$ cat src/rtl/hit_responder_if.sv
// Bundles the collision-side inputs and the game-consequence outputs of
// hit_responder. The master drives the frame/hit/restart strobes and observes
// the results. The slave is the responder itself.
interface hit_responder_if #(
  parameter int LIVES_W = 3,
  parameter int SCORE_W = 10
);
  logic               startOfFrame;
  logic               hitPulse;
  logic               hitObj1;
  logic               hitObj2;
  logic               restart;
  logic [LIVES_W-1:0] lives;
  logic [SCORE_W-1:0] score;
  logic               bounce;
  logic               invulnerable;
  logic               ballVisible;
  logic               gameOver;

  modport master (
    output startOfFrame, hitPulse, hitObj1, hitObj2, restart,
    input  lives, score, bounce, invulnerable, ballVisible, gameOver
  );

  modport slave (
    input  startOfFrame, hitPulse, hitObj1, hitObj2, restart,
    output lives, score, bounce, invulnerable, ballVisible, gameOver
  );
endinterface

$ cat src/rtl/hit_responder.sv
// hit_responder: turns per-frame collision pulses into lives, score, bounce
// requests, a blinking invulnerability window and game-over/restart.
// Every output comes straight from a register.
module hit_responder #(
  parameter int INIT_LIVES    = 3,
  parameter int LIVES_W       = 3,
  parameter int SCORE_W       = 10,
  parameter int POINTS        = 5,
  parameter int INVULN_FRAMES = 30,
  parameter int BLINK_FRAMES  = 4
) (
  input  logic            clk,
  input  logic            reset,
  hit_responder_if.slave  hr
);

  localparam logic [1:0] ST_PLAY   = 2'd0;
  localparam logic [1:0] ST_INVULN = 2'd1;
  localparam logic [1:0] ST_OVER   = 2'd2;

  localparam int FC_W = $clog2(INVULN_FRAMES + 1);
  localparam int BC_W = $clog2(BLINK_FRAMES + 1);

  localparam logic [LIVES_W-1:0] LIVES_INIT = LIVES_W'(INIT_LIVES);
  localparam logic [LIVES_W-1:0] LIVES_ONE  = LIVES_W'(1);
  localparam logic [FC_W-1:0]    FC_LOAD    = FC_W'(INVULN_FRAMES);
  localparam logic [FC_W-1:0]    FC_ONE     = FC_W'(1);
  localparam logic [BC_W-1:0]    BC_ONE     = BC_W'(1);
  localparam logic [BC_W-1:0]    BC_LAST    = BC_W'(BLINK_FRAMES - 1);
  localparam logic [SCORE_W:0]   PTS        = (SCORE_W + 1)'(POINTS);
  localparam logic [SCORE_W-1:0] SCORE_MAX  = '1;

  logic [1:0]         state_q, state_d;
  logic [LIVES_W-1:0] lives_q, lives_d;
  logic [SCORE_W-1:0] score_q, score_d;
  logic               bounce_q, bounce_d;
  logic               inv_q, inv_d;
  logic               vis_q, vis_d;
  logic               over_q, over_d;
  logic [FC_W-1:0]    fc_q, fc_d;
  logic [BC_W-1:0]    bc_q, bc_d;

  logic               dmg_hit;
  logic               rew_hit;
  logic               any_hit;
  logic [SCORE_W:0]   score_sum;
  logic [SCORE_W-1:0] score_sat;

  // Decode the hit qualifiers and the saturating score increment.
  always_comb begin
    dmg_hit   = hr.hitPulse & hr.hitObj1;
    rew_hit   = hr.hitPulse & hr.hitObj2 & ~hr.hitObj1;
    any_hit   = hr.hitPulse & (hr.hitObj1 | hr.hitObj2);
    score_sum = {1'b0, score_q} + PTS;
    score_sat = score_sum[SCORE_W] ? SCORE_MAX : score_sum[SCORE_W-1:0];
  end

  // Next-state logic. A counter load in PLAY leaves the frame counter alone
  // that cycle, so a coincident startOfFrame is simply not acted on.
  always_comb begin
    state_d  = state_q;
    lives_d  = lives_q;
    score_d  = score_q;
    bounce_d = 1'b0;
    inv_d    = inv_q;
    vis_d    = vis_q;
    over_d   = over_q;
    fc_d     = fc_q;
    bc_d     = bc_q;
    case (state_q)
      ST_PLAY: begin
        bounce_d = any_hit;
        if (rew_hit) begin
          score_d = score_sat;
        end
        if (dmg_hit) begin
          if (lives_q > LIVES_ONE) begin
            lives_d = lives_q - LIVES_ONE;
            state_d = ST_INVULN;
            fc_d    = FC_LOAD;
            bc_d    = '0;
            vis_d   = 1'b0;
            inv_d   = 1'b1;
          end else begin
            lives_d = '0;
            state_d = ST_OVER;
            over_d  = 1'b1;
            vis_d   = 1'b0;
            inv_d   = 1'b0;
          end
        end
      end
      ST_INVULN: begin
        bounce_d = any_hit;
        if (rew_hit) begin
          score_d = score_sat;
        end
        if (hr.startOfFrame) begin
          fc_d = fc_q - FC_ONE;
          if (fc_q == FC_ONE) begin
            state_d = ST_PLAY;
            inv_d   = 1'b0;
            vis_d   = 1'b1;
            bc_d    = '0;
          end else if (bc_q == BC_LAST) begin
            bc_d  = '0;
            vis_d = ~vis_q;
          end else begin
            bc_d = bc_q + BC_ONE;
          end
        end
      end
      ST_OVER: begin
        vis_d = 1'b0;
        inv_d = 1'b0;
        if (hr.restart) begin
          state_d = ST_PLAY;
          lives_d = LIVES_INIT;
          score_d = '0;
          over_d  = 1'b0;
          vis_d   = 1'b1;
        end
      end
      default: begin
        state_d = ST_PLAY;
      end
    endcase
  end

  // State and output registers with asynchronous reset.
  always_ff @(posedge clk or posedge reset) begin
    if (reset) begin
      state_q  <= ST_PLAY;
      lives_q  <= LIVES_INIT;
      score_q  <= '0;
      bounce_q <= 1'b0;
      inv_q    <= 1'b0;
      vis_q    <= 1'b1;
      over_q   <= 1'b0;
      fc_q     <= '0;
      bc_q     <= '0;
    end else begin
      state_q  <= state_d;
      lives_q  <= lives_d;
      score_q  <= score_d;
      bounce_q <= bounce_d;
      inv_q    <= inv_d;
      vis_q    <= vis_d;
      over_q   <= over_d;
      fc_q     <= fc_d;
      bc_q     <= bc_d;
    end
  end

  assign hr.lives        = lives_q;
  assign hr.score        = score_q;
  assign hr.bounce       = bounce_q;
  assign hr.invulnerable = inv_q;
  assign hr.ballVisible  = vis_q;
  assign hr.gameOver     = over_q;

endmodule

$ cat src/flat_wrapper.sv
// flat-port wrapper written by rule: the top's interface ports become plain ports
module hit_responder_flat 
#(
  parameter int INIT_LIVES    = 3,
  parameter int LIVES_W       = 3,
  parameter int SCORE_W       = 10,
  parameter int POINTS        = 5,
  parameter int INVULN_FRAMES = 30,
  parameter int BLINK_FRAMES  = 4
)
  (clk, reset, hr_startOfFrame, hr_hitPulse, hr_hitObj1, hr_hitObj2, hr_restart, hr_lives, hr_score, hr_bounce, hr_invulnerable, hr_ballVisible, hr_gameOver);
  hit_responder_if #(.LIVES_W(LIVES_W), .SCORE_W(SCORE_W)) hr_i ();
  input  logic clk;
  input  logic reset;
  input wire logic [$bits(hr_i.startOfFrame)-1:0] hr_startOfFrame;
  input wire logic [$bits(hr_i.hitPulse)-1:0] hr_hitPulse;
  input wire logic [$bits(hr_i.hitObj1)-1:0] hr_hitObj1;
  input wire logic [$bits(hr_i.hitObj2)-1:0] hr_hitObj2;
  input wire logic [$bits(hr_i.restart)-1:0] hr_restart;
  output wire logic [$bits(hr_i.lives)-1:0] hr_lives;
  output wire logic [$bits(hr_i.score)-1:0] hr_score;
  output wire logic [$bits(hr_i.bounce)-1:0] hr_bounce;
  output wire logic [$bits(hr_i.invulnerable)-1:0] hr_invulnerable;
  output wire logic [$bits(hr_i.ballVisible)-1:0] hr_ballVisible;
  output wire logic [$bits(hr_i.gameOver)-1:0] hr_gameOver;
  assign hr_i.startOfFrame = hr_startOfFrame;
  assign hr_i.hitPulse = hr_hitPulse;
  assign hr_i.hitObj1 = hr_hitObj1;
  assign hr_i.hitObj2 = hr_hitObj2;
  assign hr_i.restart = hr_restart;
  assign hr_lives = hr_i.lives;
  assign hr_score = hr_i.score;
  assign hr_bounce = hr_i.bounce;
  assign hr_invulnerable = hr_i.invulnerable;
  assign hr_ballVisible = hr_i.ballVisible;
  assign hr_gameOver = hr_i.gameOver;
  hit_responder #(.INIT_LIVES(INIT_LIVES), .LIVES_W(LIVES_W), .SCORE_W(SCORE_W), .POINTS(POINTS), .INVULN_FRAMES(INVULN_FRAMES), .BLINK_FRAMES(BLINK_FRAMES)) u_core (.clk(clk), .reset(reset), .hr(hr_i));
endmodule
$ cat config.mk
export PLATFORM = sky130hd
export DESIGN_NAME = hit_responder_flat
export DESIGN_NICKNAME = d
export VERILOG_FILES = /design/src/rtl/hit_responder_if.sv /design/src/rtl/hit_responder.sv /design/src/flat_wrapper.sv
export SDC_FILE = /design/constraint.sdc
export NUM_CORES = 1
export LEC_CHECK = 0
export CAP_MARGIN = 20
export CORE_MARGIN = 1
export CORE_UTILIZATION = 45
export CTS_BUF_LIST = sky130_fd_sc_hd__clkbuf_8
export DETAILED_ROUTE_END_ITERATION = 7
export PLACE_DENSITY = 0.74
export SYNTH_ARGS = -nofsm -noshare
export SYNTH_HDL_FRONTEND = slang
export SYNTH_SLANG_ARGS = --single-unit
$ cat constraint.sdc
create_clock -name clk -period 4.8 [get_ports clk]
set_input_delay 1.2 -clock clk [delete_from_list [all_inputs] [get_ports clk]]
set_output_delay 1.2 -clock clk [all_outputs]
set_load 0.01 [all_outputs]
Word level (Yosys, flattened, before mapping) --
Cells that the tools add are included.
Cells by class: mux-type cells 40, reductions and logical operators 13, order comparisons 1, bitwise logic cells 7, add/subtract/negate cells 4, eq/ne operators 12
Operators with widths (number):
- $mux 10 | 3
- $mux 3 | 8
- $pmux 10 s2 | 1
- $reduce_and 4->1 | 5
- $mux 5 | 3
- $mux 1 | 13
- $pmux 3 s2 | 2
- $add 10x3->11 const B | 1
- $mux 2 | 5
- $pmux 5 s2 | 1
- $ne 2x1->1 const B | 4
- $ne 2x2->1 const B | 3
- $pmux 1 s3 | 2
- $pmux 2 s3 | 1
- $reduce_and 3->1 | 2
- $reduce_bool 2->1 | 3
- $eq 5x1->1 const B | 1
- $sub 5x1->5 const B | 1
- $and 1x1->1 | 4
- $add 3x1->3 const B | 1
- $eq 3x2->1 const B | 1
- $gt 3x1->1 const B | 1
- $ne 3x1->1 const B | 1
- $reduce_bool 3->1 | 1
- other kinds (8) | 9
Storage, ports and cells: bits of input ports 7, register bits 27, output and inout port bits 17, logic and storage cells 86

Logic depth before layout (Yosys ltp) --
Gate-level depths: netlist of run 1.
depth in word-level cells 5, depth in mapped cells 8, mapped depth without buffers 6

Worst setup path before layout of run 1 --
OpenSTA, ideal clock, no wires.
path kind input port to flip-flop, start input port hr_hitPulse, end register u_core.bc_q[0], path slack 2.499 ns, cell stages on the path 5, path buffers 1, data required time 4.672 ns, arrival 2.174 ns, library setup time 0.128 ns, cells stage by stage a21boi_2 > nor2_1 > and3_1 > buf_2 > mux2_1
On the way: word-level cells in the longest chain between the ends 3
RTL lines:
- start, declared | line flat_wrapper.sv:16 | input wire logic [$bits(hr_i.hitPulse)-1:0] hr_hitPulse;
- $and 1x1->1 | line hit_responder.sv:51 | dmg_hit = hr.hitPulse & hr.hitObj1;
- $ne 2x1->1 (no line)
- $reduce_and 4->1 (no line)
- end signal, assigned | line hit_responder.sv:141 | bc_q <= '0;
- end signal, assigned | line hit_responder.sv:151 | bc_q <= bc_d;
- end, declared | line hit_responder.sv:41 | logic [BC_W-1:0] bc_q, bc_d;
No other way between the ends. A chain may end at the register's enable or synchronous reset.

Worst setup path after layout of run 1 --
Ends and elaborated chain as after synthesis.

==> impl_metrics.ini, run 1 <==
[global_routing]
grtUsageTotal = 0.204
antenna_found_initial = 0
grt_pass1_vias = 1417
grt_pass1_wl_microns = 6370
grt_max_degree = 28
grt_overflow = 0

[cts]
ctsHoldBuffers = 0
cts.sinks = 27
clock_latency_ps = 270
cts_resized = 0
path_clk_slew_ps = 90
cts_tree = done
h-tree-depth = 1
cts_root_buf = clkbuf_8
post-cts-setup-buffers = 0
cts_buffers = 3
cts_buffer_depth = 2

[synthesis]
syn_area_sq_mm = 0.00166
synthesis.nets = 191
yosysWarnings = 0
synth_edf_count = 0
synth-compound-area-share = 0.219
yosys-mux-area-fraction = 0.0521
synth_cell_types = 50
avgSynthCellArea_sq_um = 9.53
synthAdderAreaFrac = 0.0755
synth_top_family_by_area = compound AO/OA/AOI/OAI gates
yosys.area_share.simple = 0.202
syn_inst = 174
synth_top_area_share = 0.362
yosysTopAreaCell = dfrtp_1
ys.flop_type = dfrtp_1
synth_area_leaders = dfrtp_1 36%, ha_1 7.5%, dfstp_2 4.8%, o21ai_0 3.3%, inv_1 2.9%
ys_ff_latch = 27
synth_xor_area_frac = 0
async_reset_ff_frac = 1.00
yosysSeqAreaShare = 0.410

[setup_path]
crit_path_max_fanout = 7
criticalPathCategory = input port to flip-flop
cp_slowest_stage_delay_ps = 540
crit_arrival_ps = 2920
worstSetupStartpointType = input port
required_ps = 4960
slowest_stage = clkdlybuf4s50_1
cp_cell_sequence = clkdlybuf4s50_1, a21boi_2, nor2_1, and3_1, mux2_1
cp-end-kind = flip-flop

[job]
cap_viol_max_count = 0

[cells_and_area]
diodes = 0
drive_above_1_share = 0.101
utilization = 0.578
layout-area-overhead-vs-synth_pct = 19.9
nNetsFinal = 216
final_area_sq_mm = 0.00199

[sta]
tightest_slew_ps = 688
hold_ws_ps = 515
rsz0062_at_grt = no
setup_viol = 0
fin_skew_ps = 4.24
fin_crit_ps = 2760
final.setup.tns_ps = 0
min_period_over_period = 0.575
hold_viol = 0
slew_violations = 0
slew_headroom = 0.540
fmax_mhz = 362

[placement]
dpl-instance-area_sq_mm = 0.00193
gp_congestion = 0.844
hpwl_microns = 2710
portBuffers = 23

[die]
ios = 24
rows = 21
die_area_sq_mm = 0.00393
chipHeight_microns = 62.7
initial_core_util = 0.482
die-width_microns = 62.7
core_sq_mm = 0.00344

[drt]
drt-initial-drc-count = 92
route.detailed.wl_per_inst_microns = 15.0
wl_microns = 3670
drc = 0
ant_nets = 0
avgViaCountPerCell = 5.79
first_pass_iters = 4
vias = 1413

[power_and_ir_drop]
powerDensity_mw_per_mm2 = 602
p_leak_nw = 0.839
ir_drop_mv = 0.298
total_power_mw = 1.20

[min_path]
hp-class = flip-flop to flip-flop

[run_status]
status = finished clean
==> state kept, by name, summed over array words and instances (netlist names), 2 cells and up <==
register	cells
u_core.hr.score	10
u_core.bc_q	3
u_core.fc_q	5
u_core.state_q	2
u_core.hr.lives	3
==> per-stage QoR <==
step,setup WS (ps),std cells
floorplan,2500,174
global placement,1860,239
detailed placement,1760,239
CTS,2050,243
global route,1930,244
finish,2040,244
==> kinds of logic (layout without fill, tap and decap cells) <==
family	Yosys count	count (layout)
AND/OR/NAND/NOR	59	59
AO/OA/AOI/OAI	52	52
flip-flops	27	27
buffers and inverters	18	42
adder cells (fa/ha/maj)	10	10
multiplexers	8	8
==> cell type report <==
class                           count  area [sq um]
Fill cell                         294          1450
Multi-Input combinational cell    129           908
Sequential cell                    27           679
Timing Repair Buffer               24           245
Tap cell                           46          57.6
Inverter                           14          52.6
Clock buffer                        3          41.3
Clock inverter                      1          3.75
==> path summary, 6_finish.rpt <==
| kind | cells past startpoint | start | slack (ps) | end |
|---|---|---|---|---|
| setup / recovery | 5 | hr_hitPulse | 2040 | u_core.bc_q[0] |
| hold / removal | 1 | u_core.hr.gameOver | 510 | u_core.hr.gameOver |
| setup reg to reg | 6 | u_core.state_q[1] | 2510 | u_core.hr.score[8] |
| hold reg to reg | 1 | u_core.hr.gameOver | 510 | u_core.hr.gameOver |
| max in group asynchronous | 3 | reset | 2980 | u_core.hr.lives[0] |
| min in group asynchronous | 2 | reset | 1260 | u_core.hr.score[1] |
==> per-layer routing <==
layer | routed length, microns | vias to the layer above | GRT usage
met2 | 1770 | 51 | 0.341
met4 | 70 | 0 | 0.0814
met3 | 165 | 7 | 0.0328
li1 | - | 680 | -
met5 | 0 | - | 0
met1 | 1660 | 675 | 0.262
==> synth_stat cells (2+ instances only) <==
cell type and instances:
and3_1 3, nand3b_1 2, a21oi_1 6, a31oi_1 7, nand3_1 7, o21a_1 3, dfrtp_1 24, o211ai_1 6
mux2_1 2, o21ai_0 11, nand2_1 11, ha_1 10, mux2_2 3, nand2b_1 2, mux2i_1 3, nor2_1 10
and2_1 3, buf_2 2, o2bb2ai_1 2, inv_1 13, dfstp_2 3, a211oi_2 2, o31ai_1 3, clkbuf_1 2
nor2b_1 4, nor3_1 6
==> worst max-delay path: cells and delay by family <==
kind	cells	cell delay (ps)
simple gates	2	730
mux	1	350
compound gates	1	90
buf+inv	1	540
==> cell usage in the layout (no fill, tap or decap), types with 3 or more instances in the layout <==
master           count
ha_1                10
nand3_1              7
a21oi_1              6
nor2_1              10
mux2_2               3
clkbuf_8             3
dfrtp_1             24
o31ai_1              3
o21a_1               3
o21ai_0             11
a31oi_1              7
nor2b_1              4
inv_1               14
dfstp_2              3
o211ai_1             6
nand2_1             11
mux2i_1              3
and3_1               3
clkdlybuf4s50_1     23
and2_1               3
nor3_1               6
==> power breakdown <==
part / switching (mW) / internal [mW] / leakage, nW
Sequential: 0.0865 / 0.317 / 0.325
Clock: 0.0674 / 0.0573 / 0.0269
Combinational: 0.362 / 0.307 / 0.487
Note: power is estimated with default switching activity, not from simulation.
==> run 2: changes to the inputs <==
Settings changed: PLACE_DENSITY 0.74 to 0.77.
Clock period 4.8 ns to 2.27 ns, I/O delays scaled along.
==> run 2 against run 1 <==
  * Core utilization is 0.98 points higher
  * Total power is 120% higher
  * Design area is 1.7% higher
  * Critical path depth is 4 lower
  * Clock-buffer cell count stayed put
  * Critical endpoint is now hr_lives[0]
  * Combinational power is 120% higher
  * Sequential power is 110% higher
  * Via count is 0.14% higher
  * Highest routed layer unchanged
  * Routed wire length is 6.1% lower
==> impl_metrics.ini, run 2 (synthesized netlist as in run 1, its figures left out) <==
[run_status]
status = finished clean

[setup_path]
crit_path_max_fanout = 6
cp-end-kind = primary output
r2r_setup_slack_ps = 310
crit_buf_inv = 1
cp_slowest_stage_delay_ps = 580
slowest_stage = dfstp_2
path_delay_family = flip-flops
worstSetupStartpointType = flip-flop
required_ps = 1700
criticalPathCategory = flip-flop to primary output
crit_arrival_ps = 1390
cp_cell_sequence = clkdlybuf4s50_1

[global_routing]
grt_max_degree = 28
grt_pass1_wl_microns = 6000
grt_pass1_vias = 1310
antenna_found_initial = 0
grt_overflow = 0
grtUsageTotal = 0.191

[sta]
fin_skew_ps = 8.59
min_period_over_period = 0.864
rsz0062_at_grt = no
slew_headroom = 0.654
fmax_mhz = 510
hold_viol = 0
setup_ws_ps = 309
slew_violations = 0
setup_viol = 0
tightest_slew_ps = 515
final.setup.tns_ps = 0
fin_crit_ps = 1960

[cells_and_area]
diodes = 0
final_cell_mix = 24 x dfrtp_1, 23 x clkdlybuf4s50_1, 13 x inv_1
utilization = 0.587
nNetsFinal = 221
layout-area-overhead-vs-synth_pct = 22.0
fillerInstances = 305
largest_reg_flops = 10
drive_above_1_share = 0.128
final_common_cell = dfrtp_1

[die]
initial_core_util = 0.482
die_area_sq_mm = 0.00393
core_sq_mm = 0.00344
rows = 21
die-width_microns = 62.7
chipHeight_microns = 62.7
ios = 24

[drt]
wl_microns = 3440
vias = 1415
first_pass_iters = 4
drt-initial-drc-count = 89
avgViaCountPerCell = 5.68
drc = 0
ant_nets = 0
route.detailed.wl_per_inst_microns = 13.8

[cts]
cts_buffers = 3
cts_buffer_depth = 2
cts_tree = done
path_clk_slew_ps = 100
clock_latency_ps = 280
cts_root_buf = clkbuf_8
post-cts-setup-buffers = 0
cts.sinks = 27
cts_resized = 0
h-tree-depth = 1
ctsHoldBuffers = 0

[power_and_ir_drop]
powerDensity_mw_per_mm2 = 1290
p_seq_frac = 0.327
p_switching_mw = 1.10
p_comb_frac = 0.566
pwr-share-clk = 0.107
p_int_mw = 1.51
swShare = 0.422
ir_drop_mv = 0.587
p_leak_nw = 0.855
total_power_mw = 2.61

[job]
cap_viol_max_count = 0

[placement]
place_ws_ps = 120
gp_congestion = 0.857
hpwl_microns = 2680
portBuffers = 23

[min_path]
hp-class = flip-flop to flip-flop
run 2: worst paths after layout:
check,depth (start not counted),end,startpoint
worst max-delay path,1,hr_lives[0],u_core.hr.lives[0]
max in group asynchronous,3,u_core.hr.ballVisible,reset
min in group asynchronous,3,u_core.hr.score[9],reset
worst max register to register,5,u_core.bc_q[0],u_core.state_q[1]
worst min register to register,1,u_core.hr.gameOver,u_core.hr.gameOver
worst min-delay path,1,u_core.hr.gameOver,u_core.hr.gameOver
run 2: layout make-up:
type	count	area, sq um	area share
clock buffer	3	41.3	0.0204
clock inverter	1	7.51	0.00371
inverter	14	52.6	0.0260
multi-input combinational	129	908	0.449
sequential	27	679	0.336
tap	46	57.6	0.0285
timing repair buffer	29	275	0.136
run 2: routing by layer:
metal | global-route usage | wire length [microns] | vias to the layer above
met1 | 0.240 | 1580 | 686
met2 | 0.340 | 1750 | 28
li1 | - | - | 697
met5 | 0 | 0 | -
met4 | 0.0407 | 16 | 0
met3 | 0.0328 | 95 | 4
run 2: power by group through the flow:
| stage | Combinational (mW) | Clock (mW) | Sequential (mW) |
|---|---|---|---|
| floorplan | 0.931 | 0 | 0.875 |
| global placement | 1.43 | 0 | 0.842 |
| finish | 1.48 | 0.280 | 0.852 |
| global route | 1.64 | 0.309 | 0.883 |
| detailed placement | 1.49 | 0 | 0.860 |
| CTS | 1.49 | 0.292 | 0.852 |
run 2: per-stage QoR:
stage               area, sq um  hold WS (ps)  instances
floorplan                  1660           488        174
global placement           1970           495        245
detailed placement         1970           498        245
CTS                        2020           525        249
global route               2020           539        249
finish                     2020           517        249
==> run 3: changes to the inputs <==
Settings changed: CORE_MARGIN 1 to 10.
==> run 3 against run 2 <==
  * Clock skew down 4.4 ps
  * Clock power down 4%
  * Total power up 1.0%
  * Global-route usage down 6.8 points
  * Core utilization down 0.11 points
  * Die area up 66%
==> impl_metrics.ini, run 3 (synthesized netlist as in run 1, its figures left out) <==
[setup_path]
cp_slowest_stage_delay_ps = 420
crit_arrival_ps = 2190
crit_path_max_fanout = 13
worstSetupStartpointType = flip-flop
criticalPathCategory = flip-flop to flip-flop
cp_num_cells = 5
reg2reg_depth = 5
cp_cell_sequence = inv_1, ha_1, or2_1, and3_1, mux2_1
crit_buf_inv = 1
path_delay_family = simple AND/OR/NAND/NOR gates
cp-end-kind = flip-flop
slowest_stage = ha_1
required_ps = 2430

[drt]
route.detailed.wl_per_inst_microns = 15.8
drc = 0
vias = 1466
ant_nets = 0
drt-initial-drc-count = 87
first_pass_iters = 4
avgViaCountPerCell = 5.89
wl_microns = 3930

[min_path]
hp-class = flip-flop to flip-flop
hold_path_depth = 1

[sta]
fmax_mhz = 493
hold_ws_ps = 515
fin_skew_ps = 4.20
hold_viol = 0
fin_crit_ps = 2030
final.setup.tns_ps = 0
slew_violations = 0
slew_headroom = 0.634
setup_viol = 0
tightest_slew_ps = 545
rsz0062_at_grt = no
min_period_over_period = 0.893
setup_ws_ps = 242

[cells_and_area]
diodes = 0
layout-area-overhead-vs-synth_pct = 21.7
final_common_cell = dfrtp_1
largest_reg_flops = 10
drive_above_1_share = 0.123
nNetsFinal = 221
final_cell_mix = 24 x dfrtp_1, 23 x clkdlybuf4s50_1, 14 x inv_1

[global_routing]
grt_pass1_wl_microns = 6500
antenna_found_initial = 0
grt_overflow = 0
grt_pass1_vias = 1449
grt_max_degree = 28
grtUsageTotal = 0.123

[cts]
cts_root_buf = clkbuf_8
post-cts-setup-buffers = 0
cts_buffer_depth = 2
cts.sinks = 27
h-tree-depth = 1
clock_latency_ps = 270
cts_resized = 0
cts_tree = done
cts_buffers = 3
ctsHoldBuffers = 0
path_clk_slew_ps = 90

[placement]
hpwl_microns = 2990
place_ws_ps = 97.0
portBuffers = 23
gp_congestion = 0.844

[power_and_ir_drop]
p_comb_frac = 0.574
p_int_mw = 1.51
powerDensity_mw_per_mm2 = 1310
pwr-share-clk = 0.102
ir_drop_mv = 0.590
p_leak_nw = 0.860
swShare = 0.428
p_switching_mw = 1.13
p_seq_frac = 0.324

[die]
die_area_sq_mm = 0.00651
chipHeight_microns = 80.7
die-width_microns = 80.7
rows = 21
initial_core_util = 0.482
core_sq_mm = 0.00344
ios = 24

[run_status]
status = finished clean

[job]
cap_viol_max_count = 0
## run 3: final timing paths
check                                         from                  to  slack [ps]
worst max-delay path             u_core.state_q[1]      u_core.bc_q[0]         240
worst min-delay path            u_core.hr.gameOver  u_core.hr.gameOver         520
worst max register to register   u_core.state_q[1]      u_core.bc_q[0]         240
worst min register to register  u_core.hr.gameOver  u_core.hr.gameOver         520
max in group asynchronous                    reset  u_core.hr.lives[1]        1310
min in group asynchronous                    reset  u_core.hr.score[7]         660
## run 3: per-layer routing
layer,wire [microns],global-route usage,up-vias
li1,-,-,693
met1,1690,0.138,713
met2,1870,0.210,52
met3,299,0.0345,8
met4,62,0.0536,0
met5,0,0,-
## run 3: stage by stage
step,area [sq um],util,total power [mW],std cells
finish,2020,0.586,2.64,249
global route,2020,0.586,2.85,249
CTS,2020,0.586,2.65,249
detailed placement,1970,0.573,2.37,245
global placement,1970,0.573,2.29,245
floorplan,1660,-,1.81,174
## run 3: area by class of cell
cell class	instances	area, sq um
tap	46	57.6
sequential	27	679
inverter	14	52.6
clock buffer	3	41.3
clock inverter	1	3.75
multi-input combinational	129	908
timing repair buffer	29	275
fill	301	1420
## run 3: power groups by stage
stage / Sequential, mW / Combinational (mW) / Clock (mW)
floorplan: 0.875 / 0.931 / 0
global placement: 0.841 / 1.45 / 0
detailed placement: 0.860 / 1.51 / 0
CTS: 0.851 / 1.52 / 0.283
global route: 0.885 / 1.66 / 0.298
finish: 0.853 / 1.51 / 0.270
